==> config.mk <==
export PLATFORM = sky130hd
export DESIGN_NAME = det_window_reader
export DESIGN_NICKNAME = d
export VERILOG_FILES = /design/src/rtl/det_window_reader.sv
export SDC_FILE = /design/constraint.sdc
export NUM_CORES = 1
export LEC_CHECK = 0
export ABC_AREA = 1
export CORE_UTILIZATION = 57
export DETAILED_ROUTE_END_ITERATION = 6
export PLACE_DENSITY = 0.8
export SETUP_SLACK_MARGIN = 0.4
export SLEW_MARGIN = 20
export SYNTH_ARGS = -nofsm -noshare
export SYNTH_HDL_FRONTEND = slang
export SYNTH_SLANG_ARGS = --single-unit
==> constraint.sdc <==
create_clock -name clk -period 5.81 [get_ports clk]
set_input_delay 1.162 -clock clk [delete_from_list [all_inputs] [get_ports clk]]
set_output_delay 1.162 -clock clk [all_outputs]
set_load 0.1 [all_outputs]
==> src/rtl/det_window_reader.sv <==
// det_window_reader: window statistics over the detector model's fixed-point output.
// Each window of WINDOW accepted samples is reduced to min, max, peak-to-peak
// and floor mean. The result is handed off through a one-deep valid/ready buffer.
// A completed window that finds the buffer full and not draining is dropped,
// and the sticky overrun flag is set.
module det_window_reader #(
    parameter int WIDTH       = 16,
    parameter int WINDOW      = 64,
    parameter int LOG2_WINDOW = 6
) (
    input  logic             clk,
    input  logic             rst,
    input  logic             en,
    input  logic             samp_valid,
    input  logic [WIDTH-1:0] samp,
    output logic             res_valid,
    input  logic             res_ready,
    output logic [WIDTH-1:0] res_min,
    output logic [WIDTH-1:0] res_max,
    output logic [WIDTH:0]   res_pk2pk,
    output logic [WIDTH-1:0] res_mean,
    output logic             overrun,
    input  logic             clear_ovr
);

    // The sum needs LOG2_WINDOW guard bits so a full window cannot overflow.
    localparam int SUM_W = WIDTH + LOG2_WINDOW;

    generate
        if ((WINDOW < 2) || ((1 << LOG2_WINDOW) != WINDOW)) begin : g_bad_window
            $error("det_window_reader: WINDOW must be a power of two >= 2 equal to 2**LOG2_WINDOW");
        end
    endgenerate

    typedef enum logic {IDLE, ACC} state_t;

    function automatic logic signed [WIDTH-1:0] smin(input logic signed [WIDTH-1:0] a,
                                                     input logic signed [WIDTH-1:0] b);
        return (a < b) ? a : b;
    endfunction

    function automatic logic signed [WIDTH-1:0] smax(input logic signed [WIDTH-1:0] a,
                                                     input logic signed [WIDTH-1:0] b);
        return (a > b) ? a : b;
    endfunction

    state_t                  state;
    logic [LOG2_WINDOW-1:0]  count;
    logic signed [WIDTH-1:0] acc_min;
    logic signed [WIDTH-1:0] acc_max;
    logic signed [SUM_W-1:0] acc_sum;

    logic signed [WIDTH-1:0] samp_s;
    logic                    accept;
    logic                    first;
    logic                    last;
    logic                    load;
    logic                    drop;
    logic signed [WIDTH-1:0] nxt_min;
    logic signed [WIDTH-1:0] nxt_max;
    logic signed [SUM_W-1:0] nxt_sum;
    logic signed [WIDTH:0]   nxt_diff;

    assign samp_s = samp;

    // Next accumulator values, including the sample accepted this cycle.
    always_comb begin
        accept   = en && samp_valid;
        first    = (state == IDLE) || (count == '0);
        last     = accept && (count == LOG2_WINDOW'(WINDOW - 1));
        load     = last && (!res_valid || res_ready);
        drop     = last && res_valid && !res_ready;
        nxt_min  = acc_min;
        nxt_max  = acc_max;
        nxt_sum  = acc_sum;
        if (first) begin
            nxt_min = samp_s;
            nxt_max = samp_s;
            nxt_sum = SUM_W'(samp_s);
        end else begin
            nxt_min = smin(acc_min, samp_s);
            nxt_max = smax(acc_max, samp_s);
            nxt_sum = acc_sum + SUM_W'(samp_s);
        end
        // max >= min, so the WIDTH+1 bit difference is always non-negative.
        nxt_diff = (WIDTH + 1)'(nxt_max) - (WIDTH + 1)'(nxt_min);
    end

    // Enable FSM and window accumulators; dropping en discards the partial window.
    always_ff @(posedge clk or negedge rst) begin
        if (!rst) begin
            state   <= IDLE;
            count   <= '0;
            acc_min <= '0;
            acc_max <= '0;
            acc_sum <= '0;
        end else begin
            case (state)
                IDLE:    if (en)  state <= ACC;
                ACC:     if (!en) state <= IDLE;
                default: state <= IDLE;
            endcase
            if (!en) begin
                count   <= '0;
                acc_min <= '0;
                acc_max <= '0;
                acc_sum <= '0;
            end else if (accept) begin
                // count wraps from WINDOW-1 to 0, so the next sample starts a new window.
                count   <= count + LOG2_WINDOW'(1);
                acc_min <= nxt_min;
                acc_max <= nxt_max;
                acc_sum <= nxt_sum;
            end
        end
    end

    // One-deep result buffer with sticky overrun; set has priority over clear.
    always_ff @(posedge clk or negedge rst) begin
        if (!rst) begin
            res_valid <= 1'b0;
            res_min   <= '0;
            res_max   <= '0;
            res_pk2pk <= '0;
            res_mean  <= '0;
            overrun   <= 1'b0;
        end else begin
            if (load) begin
                res_valid <= 1'b1;
                res_min   <= nxt_min;
                res_max   <= nxt_max;
                res_pk2pk <= nxt_diff;
                // Arithmetic shift by LOG2_WINDOW, then truncate: floor(sum / WINDOW).
                res_mean  <= nxt_sum[LOG2_WINDOW +: WIDTH];
            end else if (res_ready) begin
                res_valid <= 1'b0;
            end
            if (drop) begin
                overrun <= 1'b1;
            end else if (clear_ovr) begin
                overrun <= 1'b0;
            end
        end
    end

endmodule

==> results of run 1 <==
==> cells in the final DEF (no fill, tap or decap), types with 4 or more instances in the layout <==
cell / instances
nand3_1: 36
o21ai_0: 152
clkdlybuf4s50_1: 87
a21oi_1: 52
or2_2: 4
dfrtp_1: 128
xnor2_1: 5
clkbuf_16: 17
o22ai_1: 8
xor2_1: 6
nand2_2: 11
buf_4: 21
inv_1: 92
nor2_1: 42
o21ai_1: 12
nor3_1: 9
ha_1: 68
a32o_1: 4
bufinv_16: 4
nand2_1: 294
clkinv_4: 5
nand4_1: 14
nand3_2: 10
==> metrics by stage <==
| stage | instances | worst slack, ns |
|---|---|---|
| floorplan | 1011 | 1.10 |
| global placement | 1263 | 0.469 |
| detailed placement | 1263 | 0.312 |
| CTS | 1295 | 0.695 |
| global route | 1295 | 0.341 |
| finish | 1295 | 0.751 |
==> worst max-delay path: cells and delay by family <==
| family | cells | cell delay, ns |
|---|---|---|
| AOI/OAI and AO/OA | 6 | 0.80 |
| adders and majority gates | 2 | 0.78 |
| buffers and inverters | 5 | 0.96 |
| and+or+nand+nor | 18 | 1.65 |
==> cells in the mapped netlist, drive strengths merged <==
library cell / instances
a21oi: 53
nand4: 14
nand2: 307
a32o: 4
nand3: 46
ha: 68
buf: 9
xor2: 6
inv: 94
o31ai: 1
o21ai: 165
a22o: 1
o21bai: 2
fa: 2
o211ai: 2
clkbuf: 26
a211oi: 1
o22ai: 8
o21a: 3
dfrtp: 128
nor4: 2
nand3b: 3
or2: 4
nor3: 10
a31oi: 3
xnor2: 5
nor2: 44
==> cell families (layout without fill, tap and decap cells) <==
family	count (synthesis)	after routing
AO/OA/AOI/OAI	243	243
XOR/XNOR	11	11
buffers and inverters	129	237
flip-flops	128	128
AND/OR/NAND/NOR	430	430
adder cells (fa/ha/maj)	70	70
==> final cells by class <==
class | count | area share (%)
well taps | 176 | 2.29
clock inverters | 15 | 2.16
flip-flops and latches | 128 | 33.3
inverters | 94 | 3.67
repair buffers | 111 | 11.1
clock buffers | 17 | 4.42
multi-input cells | 754 | 43.0
==> registers in the layout, indices dropped and copies added, names as in the netlist <==
name and cells:
res_max 16, acc_min 16, count 6, state 1, res_min 16, acc_max 16, res_valid 1, overrun 1
res_pk2pk 17, acc_sum 22, res_mean 16
==> routing by layer <==
| layer | track usage, % | vias up |
|---|---|---|
| met1 | 36.2 | 3279 |
| met5 | 0 | - |
| met3 | 4.98 | 32 |
| li1 | - | 3569 |
| met2 | 47.5 | 181 |
| met4 | 10.7 | 0 |
==> power by group <==
part,internal (mW),leakage [nW],switching (mW),total (mW)
sequential,0.924,1.75,0.0251,0.949
clock,0.723,0.308,0.424,1.15
combinational,0.204,2.78,0.364,0.569
total,1.85,4.83,0.814,2.66
==> final timing paths <==
kind	start	to	slack, ns	cells past startpoint
max	samp[15]	res_pk2pk[11]	0.75	31
min	res_min[13]	res_min[13]	0.48	2
max reg2reg	count[0]	res_pk2pk[11]	1.69	27
min reg2reg	res_min[13]	res_min[13]	0.48	2
max in group asynchronous	rst	res_pk2pk[14]	3.99	2
min in group asynchronous	rst	count[0]	0.76	1
==> what timing repair did <==
action                     CTS  global route
gates resized for setup      0             6
buffers inserted             0             0
setup endpoints to repair    0             7
==> results.md, run 1 <==
- Hold buffer count at cts: 0
- Startpoint Class: primary input
- Total power draw: 2.66 mW
- Worst-margin pin slew: 0.985 ns
- Post-synth top area share: 40.9%
- Core area: 13300 µm²
- Yosys warnings: 0
- Maximum number of pins on one net before global-route repair: 84
- CP required: 6.13 ns
- Critical Path AT: 5.38 ns
- Avg Cell Area, Syn: 7.74 µm²
- Site Rows: 42
- Period Utilization, post-route: 87.1%
- CTS clk-pin slew, worst paths: 0.06 ns
- H-tree levels: 4
- Initial DRC Count: 444
- Pins Over Slew Limit: 0
- Critical-path top delay cell: clkdlybuf4s50_1
- Num CTS Buffers: 17
- Finished Cell Area: 9620 µm²
- Top fanout value on the critical path: 25
- Wirelength per Cell: 14.5 µm
- Sink Count: 128
- Clock Tree Root: clkbuf_16
- Number of global-route vias before repair: 6701
- Post-synthesis sequential area ratio: 40.9%
- Dominant cell type by area after synthesis: dfrtp_1
- Die height: 119 µm
- Post-DRT Antenna Nets: 0
- Max layer used: met4
- Die Footprint: 14200 µm²
- Grt total ovfl: 0
- Leakage: 4.83 nW
- RSZ-0062 raised after global routing: yes
- Horiz. Die Dim: 119 µm
- Largest family of logic cells by synthesized area: simple AND/OR/NAND/NOR gates
- Drt total wl: 18.7 mm
- IO Pins: 89
- Crit. End Element: flip-flop
- Register Area: 3200 µm²
- Minimum clock period: 5.06 ns
- Most frequent CP cell: nand2_1
- Fillers: 1063
- Cell count after synthesis: 1011
- Synth top area cells: dfrtp_1 (41%), nand2_1 (14%), ha_1 (11%)
- Total number of vias: 7061
- Slowest Stage Delay on Critical Path: 0.51 ns
- Syn-to-layout area delta: 22.9%
- Simple-Gate Fraction of Synth Area: 23.7%
- N_diodes: 0
- Post-DP HPWL: 13.5 mm
- Post-Syn Area: 7830 µm²
- Clock tree buffer depth: 2
- Max Cap Viol: 0
- Fin Clk Skew: 0.00939 ns
- Routed length on met2: 9.15 mm
- Initial Util: 58.9%
- TritonCTS clock tree: built
- DR DRC count: 0
- Vias/cell: 5.45
- Fin util: 72.4%
- Clock latency on the worst-skew pair: 0.43 ns
- Fraction of layout cells with a size suffix above 1: 8.13%
- Register bit total from synthesis: 128
- Synth Area in Compound Gates: 16.4%
- Library cells used by synthesis: 37
- Area of the multi-input gates: 4140 µm²
- Initial antenna violation count: 0
- Outcome: finished clean
- Mux cell area share after synthesis: 0%
- Buffers on Ports: 88
- Fin. Hold Viols: 0
- Met3 WL: 746 µm
- Xor and xnor fraction of the mapped netlist area: 1.23%
- Mapped Nets: 1103
- Slew HR: 34.1%
- VDD IR-drop max: 0.219 mV
- Global Route Usage Sum: 28.2%
- Setup TNS: 0 ns
- Initial DRT Pass Iterations: 6
- M1 wire length: 8.38 mm
- Adder-Cell Fraction of Synth Area: 11.4%
- Dpl cell area: 8970 µm²
- Hold WC Path Type: flip-flop to flip-flop
- # setup viols final: 0
- Nets@finish: 1198
- Critical path class: primary input to flip-flop
- Pwr dens: 277 nW/µm²
- Hold Worst Slack: 0.482 ns
- First-pass GRT wire length: 31.7 mm
- GPL Wtd Cong: 0.923
- Fmax: 198 MHz
No activity file was read; power rests on OpenSTA's default activity.
==> run 2, diff against run 1 <==
- CORE_UTILIZATION: 57 -> 50
- PLACE_DENSITY: 0.8 -> 0.71
==> run 2 against run 1 <==
Effect of this change:
- worst hold slack worse by 0.0036 ns
- via count decreased by 2.4%
- core utilization decreased by 9.4 points
- cell count increased by 2.6%
- sequential power is essentially flat
- total power is 3.5% lower
- sequential share of layout area is 0.052 points higher
- critical path type unchanged
- largest cell class unchanged
- largest power group unchanged
==> results.md, run 2 (synthesized netlist as in run 1, its figures left out) <==
- Pre-CTS setup slack: 0.310 ns
- Num CTS Buffers: 17
- Maximum number of pins on one net before global-route repair: 95
- Fraction of layout cells with a size suffix above 1: 8.14%
- CTS clk-pin slew, worst paths: 0.06 ns
- Horiz. Die Dim: 127 µm
- Fin. Hold Viols: 0
- Post-DP HPWL: 13.8 mm
- Site Rows: 45
- Clock tree buffer depth: 2
- Crit. End Element: flip-flop
- First-pass GRT wire length: 32.5 mm
- Post-CTS sizing: 0
- Largest register by flop count: acc_sum
- # setup viols final: 0
- IO Pins: 89
- Clock Tree Root: clkbuf_16
- Critical Path AT: 5.36 ns
- M1 wire length: 8.95 mm
- Hold WC Path Type: flip-flop to flip-flop
- CP required: 6.12 ns
- Post-CTS setup repair buffer count: 0
- GPL Wtd Cong: 0.904
- Worst-margin pin slew: 0.986 ns
- Sink Count: 128
- Critical path class: primary input to flip-flop
- Max Cap Viol: 0
- Syn-to-layout area delta: 22.7%
- Most frequent CP cell: nand2_1
- Slowest Stage Delay on Critical Path: 0.52 ns
- Reg2reg setup slack: 1.77 ns
- Fmax: 198 MHz
- Slew HR: 34.0%
- Initial DRT Pass Iterations: 5
- DR DRC count: 0
- Period Utilization, post-route: 87.0%
- N_diodes: 0
- Clock latency on the worst-skew pair: 0.42 ns
- Drt total wl: 19.1 mm
- Total number of vias: 6893
- Initial antenna violation count: 0
- Die Footprint: 16200 µm²
- Global Route Usage Sum: 25.5%
- Hold buffer count at cts: 0
- Placed cell count: 1297
- Post-DRT Antenna Nets: 0
- Routed length on met2: 9.18 mm
- Nets@finish: 1197
- H-tree levels: 4
- RSZ-0062 raised after global routing: yes
- Initial DRC Count: 497
- TritonCTS clock tree: built
- Critical-path top delay cell: clkdlybuf4s50_1
- Core area: 15300 µm²
- Pins Over Slew Limit: 0
- Max layer used: met4
- Met3 WL: 694 µm
- Final Non-Filler Cells: 1329
- Minimum clock period: 5.05 ns
- Buffers on Ports: 88
- Outcome: finished clean
- Fin Clk Skew: 0.0119 ns
- Initial Util: 51.3%
- Number of global-route vias before repair: 6615
- Most frequent cells in the layout: nand2_1 (294), o21ai_0 (152), dfrtp_1 (128)
- Vias/cell: 5.19
- Setup ws final: 0.758 ns
- Top fanout value on the critical path: 9
- Biggest regs: acc_sum x22, res_pk2pk x17
- Total power draw: 2.57 mW
- Commonest non-fill, non-tap cell in the layout: nand2_1
- Pwr dens: 268 nW/µm²
- Grt total ovfl: 0
- Max reg flops: 22
- VDD IR-drop max: 0.208 mV
- Setup TNS: 0 ns
- Wirelength per Cell: 14.4 µm
- Leakage: 4.81 nW
- Die height: 127 µm
- Startpoint Class: primary input
-- run 2: changes by cell type in the layout (fill, tap and decap cells not counted), moves of 2 or more --
cell / previous run / this run
bufinv_16: 4 / 2
o21ai_2: 1 / 3
clkinv_4: 5 / 2
clkinvlp_4: 1 / 4
clkinv_2: 2 / 5
o21ai_1: 12 / 10
inv_6: 3 / 1
-- run 2: through the flow --
stage | util, % | hold WS, ns | instance area [µm²]
floorplan | - | 0.453 | 7830
global placement | 59.1 | 0.464 | 9010
detailed placement | 59.1 | 0.470 | 9010
CTS | 62.9 | 0.486 | 9590
global route | 63.0 | 0.501 | 9610
finish | 63.0 | 0.479 | 9610
-- run 2: final timing paths --
kind | startpoint | to | depth (start not counted)
hold reg to reg | res_pk2pk[12] | res_pk2pk[12] | 2
max in group asynchronous | rst | acc_sum[19] | 2
setup / recovery | samp[15] | res_pk2pk[16] | 33
min in group asynchronous | rst | acc_sum[1] | 1
hold / removal | res_pk2pk[12] | res_pk2pk[12] | 2
setup reg to reg | acc_min[15] | res_pk2pk[16] | 31
-- run 2: cell type report --
type / count / area [µm²]
fill: 1349 / 5650
multi-input combinational: 754 / 4140
sequential: 128 / 3200
timing repair buffer: 110 / 1060
clock buffer: 18 / 439
inverter: 94 / 353
tap: 211 / 264
clock inverter: 14 / 141
-- run 2: power breakdown --
group / switching [mW] / total, mW / internal, mW
clock: 0.418 / 1.06 / 0.640
sequential: 0.0240 / 0.948 / 0.924
combinational: 0.363 / 0.566 / 0.202
total: 0.805 / 2.57 / 1.77
-- run 2: critical path: cells and delay by family --
| kind | cells | cell delay (ns) |
|---|---|---|
| AND/OR/NAND/NOR | 19 | 1.65 |
| adder cells (fa/ha/maj) | 3 | 0.98 |
| buffers and inverters | 6 | 0.90 |
| AO/OA/AOI/OAI | 5 | 0.65 |
-- run 2: metal layers --
layer,GRT usage (%),vias to the layer above
met5,0,-
met4,8.47,0
met3,4.56,19
met2,42.7,129
met1,33.6,3180
li1,-,3565
==> run 3, diff against run 2 <==
- CELL_PAD_IN_SITES_DETAIL_PLACEMENT: default -> 1
- CELL_PAD_IN_SITES_GLOBAL_PLACEMENT: default -> 1
- CORE_UTILIZATION: 50 -> 45
- PLACE_DENSITY: 0.71 -> 0.84
- clock period: 5.81 -> 6 ns (I/O delays scaled with it)
==> run 3 against run 2 <==
Effect of this change:
- count of clock-buffer cells in the layout did not move
- global-route usage rose by 1.3 points
- worst setup slack hardly changed
- sequential share of layout area up 0.065 points
- flip-flop and latch count is the same
- critical path depth down 2
- die area grew 11%
- sequential power is 3.0% lower
- via count grew 4.3%
- first-iteration DRC count decreased by 32%
- core utilization is 5.8 points lower
- non-clock buffer count is 2 lower
- critical endpoint is now res_pk2pk[11]
- highest routed layer unchanged
==> results.md, run 3 (synthesized netlist as in run 1, its figures left out) <==
- Outcome: finished clean
- Commonest non-fill, non-tap cell in the layout: nand2_1
- Num CTS Buffers: 17
- Crit path buf inv count: 5
- Max Cap Viol: 0
- Die height: 134 µm
- Initial antenna violation count: 0
- Grt total ovfl: 0
- Site Rows: 47
- Total number of vias: 7189
- Fmax: 191 MHz
- Startpoint Class: primary input
- Core area: 16800 µm²
- Slew HR: 32.2%
- Post-DP HPWL: 16.3 mm
- Critical Path AT: 5.56 ns
- Comb pwr share: 23.2%
- DR DRC count: 0
- First-pass GRT wire length: 37.9 mm
- Wirelength per Cell: 16.9 µm
- TritonCTS clock tree: built
- Largest register by flop count: acc_sum
- Horiz. Die Dim: 134 µm
- Post-CTS setup repair buffer count: 0
- Fraction of layout cells with a size suffix above 1: 7.97%
- Drt total wl: 22.6 mm
- Clock Tree Root: clkbuf_16
- Setup TNS: 0 ns
- Top fanout value on the critical path: 26
- Nets@finish: 1195
- Number of global-route vias before repair: 7603
- Syn-to-layout area delta: 22.5%
- Setup crit start: samp[15]
- Crit. End Element: flip-flop
- Global Route Usage Sum: 26.8%
- Setup ws final: 0.758 ns
- Pins Over Slew Limit: 0
- Reg power frac: 37.0%
- Critical-path top delay cell: clkdlybuf4s50_1
- Hold Worst Slack: 0.481 ns
- CP required: 6.32 ns
- Biggest regs: acc_sum x22, res_pk2pk x17
- Fin. Hold Viols: 0
- Top delay family on crit path: simple AND/OR/NAND/NOR gates
- N_diodes: 0
- Sink Count: 128
- Worst-margin pin slew: 1.01 ns
- GPL Wtd Cong: 0.830
- CTS clk-pin slew, worst paths: 0.06 ns
- Fin Clk Skew: 0.00727 ns
- Leakage: 4.77 nW
- Period Utilization, post-route: 87.4%
- Minimum clock period: 5.24 ns
- Hold Crit Start: res_min[15]
- R2R Path Start: count[0]
- Clock tree buffer depth: 2
- Pwr dens: 259 nW/µm²
- Post-DRT Antenna Nets: 0
- Critical path class: primary input to flip-flop
- IO Pins: 89
- Slowest Stage Delay on Critical Path: 0.54 ns
- # setup viols final: 0
- Internal power: 1.67 mW
- Switching power share of the total: 32.8%
- Maximum number of pins on one net before global-route repair: 70
- Buffers on Ports: 88
- VDD IR-drop max: 0.208 mV
- Initial DRC Count: 340
- Clock latency on the worst-skew pair: 0.43 ns
- Fin util: 57.2%
- Dpl cell area: 9010 µm²
- Hold WC Path Type: flip-flop to flip-flop
- RSZ-0062 raised after global routing: no
- Clock power share: 39.8%
- Most frequent CP cell: nand2_1
- Finished Cell Area: 9590 µm²
- Sw power: 0.816 mW
- H-tree levels: 4
- Initial Util: 46.7%
- Most frequent cells in the layout: nand2_1 (294), o21ai_0 (152), dfrtp_1 (128)
- Initial DRT Pass Iterations: 4
- Vias/cell: 5.38
- Die Footprint: 17900 µm²
- Pre-CTS setup slack: 0.202 ns
- Max reg flops: 22
-- run 3: cell types whose count changed in the layout (fill, tap and decap cells not counted), moves of 2 or more --
cell	delta
o21ai_1	+2
o21ai_2	-2
buf_4	-2
clkinvlp_4	+2
-- run 3: worst paths after layout --
| kind | to | slack [ns] | cells after the start |
|---|---|---|---|
| worst max-delay path | res_pk2pk[11] | 0.76 | 31 |
| worst min-delay path | res_min[15] | 0.48 | 2 |
| worst max register to register | res_pk2pk[11] | 1.71 | 27 |
| worst min register to register | res_min[15] | 0.48 | 2 |
| max in group asynchronous | acc_max[6] | 3.80 | 2 |
| min in group asynchronous | res_mean[13] | 0.90 | 1 |
-- run 3: layout make-up --
class                      instances  area, µm²
fill                            2056       7170
timing repair buffer             108       1050
tap                              220        275
inverter                          94        353
sequential                       128       3200
clock inverter                    14        118
clock buffer                      18        439
multi-input combinational        754       4150
-- run 3: power groups by stage --
stage / combinational [mW] / sequential (mW) / clock (mW)
2_1_floorplan: 0.386 / 0.926 / 0
3_3_place_gp: 0.536 / 0.933 / 0
3_5_place_dp: 0.560 / 0.934 / 0
4_1_cts: 0.574 / 0.920 / 1.00
5_1_grt: 0.650 / 0.923 / 1.04
6_report: 0.578 / 0.920 / 0.988
-- run 3: worst min-delay path: cells and delay by family (launching register included) --
family	cells	cell delay, ns
flip-flops	1	0.34
AO/OA/AOI/OAI	1	0.06
AND/OR/NAND/NOR	1	0.05
-- run 3: repair_timing --
action	in CTS	in global routing
hold buffers	0	0
endpoints found under the hold margin	0	0
gates resized for setup	0	9
setup endpoints to repair	0	7
-- run 3: routing by layer --
| metal | track usage (%) | share of wire [%] | vias to the layer above |
|---|---|---|---|
| met5 | 0 | 0 | - |
| met4 | 8.59 | 2.0 | 0 |
| met3 | 4.72 | 2.7 | 32 |
| met2 | 47.5 | 51 | 107 |
| met1 | 33.0 | 44 | 3500 |
| li1 | - | - | 3550 |
-- run 3: metrics by stage --
stage               cells  total power [mW]
global route         1336              2.61
floorplan            1011              1.31
finish               1336              2.49
global placement     1304              1.47
CTS                  1336              2.49
detailed placement   1304              1.49
